File: config.mk
export PLATFORM = sky130hd
export DESIGN_NAME = rf_write_arbiter
export DESIGN_NICKNAME = d
export VERILOG_FILES = /design/src/rtl/rf_arb_pkg.sv /design/src/rtl/rf_arb_queue.sv /design/src/rtl/rf_write_arbiter.sv
export SDC_FILE = /design/constraint.sdc
export NUM_CORES = 1
export LEC_CHECK = 0
export ABC_AREA = 0
export CORE_UTILIZATION = 25
export CTS_CLUSTER_DIAMETER = 50
export DETAILED_ROUTE_END_ITERATION = 8
export GPL_TIMING_DRIVEN = 0
export PLACE_DENSITY = 0.58
export SYNTH_ARGS = -nofsm -noshare
export SYNTH_HDL_FRONTEND = slang
export SYNTH_SLANG_ARGS = --single-unit
export TNS_END_PERCENT = 1
File: constraint.sdc
create_clock -name clk -period 4.7 [get_ports clk]
set_input_delay 1.175 -clock clk [delete_from_list [all_inputs] [get_ports clk]]
set_output_delay 1.175 -clock clk [all_outputs]
set_load 0.05 [all_outputs]
File: src/rtl/rf_arb_pkg.sv
// Shared types and constants for the register-file write-port arbiter.
package rf_arb_pkg;

  localparam int unsigned REG_ADDR_W = 5;
  localparam int unsigned REG_DATA_W = 32;

  localparam logic [REG_ADDR_W-1:0] REG_ZERO = 5'd0;

  typedef struct packed {
    logic                  valid;
    logic [REG_ADDR_W-1:0] addr;
    logic [REG_DATA_W-1:0] data;
  } rf_entry_t;

  // Register 0 is hardwired, so it never counts as a match.
  function automatic logic entry_hit(input rf_entry_t e, input logic [REG_ADDR_W-1:0] a);
    return e.valid && (a != REG_ZERO) && (e.addr == a);
  endfunction

endpackage

File: src/rtl/rf_arb_queue.sv
// Compacting oldest-first queue of deferred multicycle results with
// push, pop-oldest, squash-by-address and per-entry source matching.
module rf_arb_queue
  import rf_arb_pkg::*;
#(
  parameter int unsigned DEPTH = 2
) (
  input  logic                         clk,
  input  logic                         reset,
  input  logic                         push,
  input  logic [REG_ADDR_W-1:0]        push_addr,
  input  logic [REG_DATA_W-1:0]        push_data,
  input  logic                         pop,
  input  logic                         squash,
  input  logic [REG_ADDR_W-1:0]        squash_addr,
  input  logic [REG_ADDR_W-1:0]        match_addr1,
  input  logic [REG_ADDR_W-1:0]        match_addr2,
  output rf_entry_t                    head,
  output logic [$clog2(DEPTH+1)-1:0]   occupancy,
  output logic [DEPTH-1:0]             match1,
  output logic [DEPTH-1:0]             match2
);

  localparam int unsigned OCC_W = $clog2(DEPTH + 1);
  localparam int unsigned IDX_W = (DEPTH > 1) ? $clog2(DEPTH) : 1;

  rf_entry_t          entry_q [DEPTH];
  rf_entry_t          entry_d [DEPTH];
  logic [OCC_W-1:0]   wr;

  // Survivors are copied down in order, then the new result lands at the tail.
  always_comb begin
    for (int i = 0; i < int'(DEPTH); i++) begin
      entry_d[i] = '0;
    end
    wr = '0;
    for (int i = 0; i < int'(DEPTH); i++) begin
      if (entry_q[i].valid && !(pop && (i == 0)) &&
          !(squash && (entry_q[i].addr == squash_addr))) begin
        entry_d[wr[IDX_W-1:0]] = entry_q[i];
        wr = wr + OCC_W'(1);
      end
    end
    if (push && (wr < OCC_W'(DEPTH))) begin
      entry_d[wr[IDX_W-1:0]].valid = 1'b1;
      entry_d[wr[IDX_W-1:0]].addr  = push_addr;
      entry_d[wr[IDX_W-1:0]].data  = push_data;
    end
  end

  always_ff @(posedge clk or negedge reset) begin
    if (!reset) begin
      for (int i = 0; i < int'(DEPTH); i++) begin
        entry_q[i] <= '0;
      end
    end else begin
      for (int i = 0; i < int'(DEPTH); i++) begin
        entry_q[i] <= entry_d[i];
      end
    end
  end

  always_comb begin
    occupancy = '0;
    match1    = '0;
    match2    = '0;
    for (int i = 0; i < int'(DEPTH); i++) begin
      occupancy = occupancy + OCC_W'(entry_q[i].valid);
      match1[i] = entry_hit(entry_q[i], match_addr1);
      match2[i] = entry_hit(entry_q[i], match_addr2);
    end
  end

  assign head = entry_q[0];

endmodule

File: src/rtl/rf_write_arbiter.sv
// Single write port arbiter: WB always wins, deferred mult/div results drain
// from a small queue, with read-hazard detection and WB starvation relief.
module rf_write_arbiter
  import rf_arb_pkg::*;
#(
  parameter int unsigned DEPTH        = 2,
  parameter int unsigned STARVE_LIMIT = 4
) (
  input  logic                  clk,
  input  logic                  reset,
  input  logic                  wb_we,
  input  logic [REG_ADDR_W-1:0] wb_addr,
  input  logic [REG_DATA_W-1:0] wb_data,
  input  logic                  md_valid,
  input  logic [REG_ADDR_W-1:0] md_addr,
  input  logic [REG_DATA_W-1:0] md_data,
  output logic                  md_ready,
  input  logic [REG_ADDR_W-1:0] rd_addr1,
  input  logic [REG_ADDR_W-1:0] rd_addr2,
  output logic                  hazard,
  output logic                  wb_stall,
  output logic                  rf_we,
  output logic [REG_ADDR_W-1:0] rf_waddr,
  output logic [REG_DATA_W-1:0] rf_wdata
);

  localparam int unsigned OCC_W = $clog2(DEPTH + 1);
  localparam int unsigned CNT_W = $clog2(STARVE_LIMIT + 1);

  logic             wb_eff;
  logic             q_empty;
  logic             pop;
  logic             push;
  rf_entry_t        head;
  logic [OCC_W-1:0] occupancy;
  logic [DEPTH-1:0] match1;
  logic [DEPTH-1:0] match2;

  logic [CNT_W-1:0] starve_q, starve_d;
  logic             stall_q, stall_d;

  assign wb_eff   = wb_we && (wb_addr != REG_ZERO);
  assign q_empty  = (occupancy == '0);
  assign md_ready = (occupancy < OCC_W'(DEPTH));
  assign pop      = !wb_eff && !q_empty;
  // Writes to register 0 are handshaken but have nowhere to go.
  assign push     = md_valid && md_ready && (md_addr != REG_ZERO);

  rf_arb_queue #(
    .DEPTH (DEPTH)
  ) u_queue (
    .clk         (clk),
    .reset       (reset),
    .push        (push),
    .push_addr   (md_addr),
    .push_data   (md_data),
    .pop         (pop),
    .squash      (wb_eff),
    .squash_addr (wb_addr),
    .match_addr1 (rd_addr1),
    .match_addr2 (rd_addr2),
    .head        (head),
    .occupancy   (occupancy),
    .match1      (match1),
    .match2      (match2)
  );

  always_comb begin
    rf_we    = 1'b0;
    rf_waddr = REG_ZERO;
    rf_wdata = '0;
    if (reset) begin
      if (wb_eff) begin
        rf_we    = 1'b1;
        rf_waddr = wb_addr;
        rf_wdata = wb_data;
      end else if (!q_empty) begin
        rf_we    = 1'b1;
        rf_waddr = head.addr;
        rf_wdata = head.data;
      end
    end
  end

  assign hazard = (|match1) || (|match2);

  // A non-empty queue is either popping or blocked by WB, never idle.
  always_comb begin
    starve_d = starve_q;
    stall_d  = 1'b0;
    if (q_empty || pop) begin
      starve_d = '0;
    end else if (wb_eff) begin
      if (starve_q == CNT_W'(STARVE_LIMIT - 1)) begin
        starve_d = '0;
        stall_d  = 1'b1;
      end else begin
        starve_d = starve_q + CNT_W'(1);
      end
    end
  end

  always_ff @(posedge clk or negedge reset) begin
    if (!reset) begin
      starve_q <= '0;
      stall_q  <= 1'b0;
    end else begin
      starve_q <= starve_d;
      stall_q  <= stall_d;
    end
  end

  assign wb_stall = stall_q;

endmodule

==> results.tsv <==
metric	value	unit
ys flop type	dfrtp_1	
grt met1 use	22.1	%
CTS tree	built	
Seq cells post-synth	80	
top post-synthesis cells by area	dfrtp_1 (47%), nand2_1 (10%), a22o_1 (7.6%)	
Clk Latency, worst-skew pair	330	ps
TritonRoute pass-1 iters	5	
most common cell in the netlist	nand2_1	
Mapped Nets	590	
Synth async-reset ratio	100	%
GPL Wtd Cong	0.850	
worst r2r path cells	13	
DRC Markers	0	
share of cells above drive strength 1	13.9	%
final wirelength	14100	um
final worst setup slack	21.6	ps
first-pass GRT wire length	22900	um
final hold slack	449	ps
CTS Buffer Depth	2	
CTS root buffer	clkbuf_16	
Worst Skew	9.33	ps
drt via density	4.83	
relative slew slack	62.8	%
fin nets	731	
post-layout min period	4680	ps
number of distinct library cells after synthesis	33	
num rows	47	
drt initial violations	191	
initial antenna violation count	0	
Post-Synth Simple-Gate Area	21.0	%
core area	16600	um2
worst reg2reg setup slack	1250	ps
Worst Setup Start Kind	primary input	
post-synthesis xor/xnor area fraction	6.15	%
GRT met3 Usage	3.79	%
busiest grt layer	met2	
largest family of logic cells by synthesized area	simple AND/OR/NAND/NOR gates	
n_diodes	0	
R2R Path End	u_queue.entry_q[31]$_DFF_PN0_	
design area	6090	um2
Syn-to-layout area delta	42.5	%
Synth Area in Adders	0.585	%
top-area cell type share of the netlist area	46.8	%
setup violators final	0	
Sink Count	80	
Lkg Pwr	2.63	nW
Compound-Gate Fraction of Synth Area	19.2	%
I/O Buffers	126	
R2R Path Start	u_queue.head[34]$_DFF_PN0_	
Post-Syn Area	4270	um2
Clock transition at path regs	70	ps
sequential area share after synthesis	46.8	%
max-slew violation count	0	
pin count of the biggest net entering global routing	45	
status	complete, no violations	
Routed Antenna Nets	0	
Die ar.	17600	um2
Setup crit end kind	output port	
Post-Place Setup Slack	-989	ps
fillers	1705	
worst min path class	reg -> reg	
maxcap violations	0	
mux cell area share after synthesis	0	%
Slew @ Worst Pin	558	ps
Final Power	3.15	mW
f_max	214	MHz
CP max FO	10	
Avg WL per Cell	16.3	um
fin util	36.6	%
I/O Pins	129	
vias post-DR	4187	
WP data arrival	3500	ps
WP data required	3520	ps
Final Hold Viols	0	
cts bufs inserted	9	
global route overflow	0	
die width	133	um
Mapped Cells	500	
vias in the first global route	4448	
maximum VDD drop	0.000233	V
GRT Total Usage	16.4	%
met2 usage	26.2	%
HP Start	starve_q[2]$_DFFE_PN0P_	
Placed Area	5830	um2
WHS Endpoint	wb_stall$_DFF_PN0_	
Min-Delay Path Depth	1	
hpwl dp	10300	um
Mean Syn Cell Area	8.55	um2
number of synthesized flops with an enable pin	0	
H-tree depth	3	
Die Y	133	um
RSZ-0062 raised after global routing	yes	
PwrDens	518	nW/um2
critical path class	in -> out	
Post-synth top cells	nand2_1 (115), dfrtp_1 (80), nor2_1 (42)	
initial core utilization	25.7	%
synth warn	0	
period utilization	99.5	%
Yosys top cell by area	dfrtp_1	
Worst Setup SP	wb_addr[0]	
## report_power, final
part / total, mW / internal [mW] / switching [mW]
logic: 1.39 / 0.484 / 0.909
registers: 1.02 / 0.908 / 0.117
clock network: 0.734 / 0.434 / 0.300
total: 3.15 / 1.83 / 1.33
## state kept, by name, summed over array words and instances (netlist names)
name	flops
starve_q	3
u_queue.entry_q	38
u_queue.head	38
wb_stall	1
## what timing repair did
| item | CTS | global route |
|---|---|---|
| setup endpoints to repair | 49 | 58 |
| gates resized for setup | 159 | 35 |
| pin swaps | 1 | 1 |
| gates cloned | 0 | 0 |
| buffers inserted | 3 | 0 |
| hold buffers | 0 | 0 |
## worst max path at each step
stage                         endpoint  slack [ps]  cells after the start
after floorplan           rf_wdata[23]         440                      5
after global placement    rf_wdata[22]       -2820                      6
after detailed placement  rf_wdata[22]        -990                      9
after CTS                 rf_wdata[22]        -110                      9
after global routing      rf_wdata[21]        -100                      9
final                     rf_wdata[18]          20                      9
## through the flow
stage | setup TNS [ps] | instances
final | 0 | 866
after CTS | -1250 | 866
after floorplan | 0 | 500
after global placement | -130950 | 846
after detailed placement | -44500 | 847
after global routing | -1510 | 866
## layer usage
metal	vias up	wire length, um
met1	2008	6550
met5	-	0
met4	0	177
met2	148	6490
met3	17	873
li1	2014	-
## final cells by class
cell class / instances / area, um2 / share of cell area (%)
Tap cell: 220 / 275 / 4.52
Inverter: 5 / 18.8 / 0.308
Clock inverter: 6 / 73.8 / 1.21
Timing Repair Buffer: 130 / 1190 / 19.5
Multi-Input combinational cell: 364 / 2020 / 33.1
Clock buffer: 10 / 239 / 3.92
Buffer: 51 / 275 / 4.52
Sequential cell: 80 / 2000 / 32.9
## worst max-delay path: stages
cell             delay [ps]
clkdlybuf4s50_1         530
or4_4                   580
o21ai_4                 230
nand2_1                  80
nand2_1                 140
buf_6                   190
buf_4                   190
a21oi_1                  50
clkdlybuf4s15_2         330
## layout by cell type, fill, tap and decap left out, drive strengths merged, types with 8 or more instances in the layout
cell / netlist / routed
a21oi: 37 / 37
a22o: 37 / 37
a31oi: 39 / 39
buf: 21 / 51
clkbuf: 30 / 42
clkdlybuf4s15: 0 / 10
clkdlybuf4s50: 0 / 86
dfrtp: 80 / 80
inv: 5 / 8
nand2: 115 / 115
nand3: 39 / 39
nor2: 42 / 42
xnor2: 10 / 10
xor2: 20 / 20
## kinds of logic (layout without fill, tap and decap cells)
| family | Yosys count | count (layout) |
|---|---|---|
| and+or+nand+nor | 212 | 212 |
| DFF | 80 | 80 |
| xor gates and xnor gates | 30 | 30 |
| AOI/OAI and AO/OA | 120 | 120 |
| adders and majority gates | 2 | 2 |
| buffers and inverters | 56 | 202 |
(Power assumes the default switching activity.)
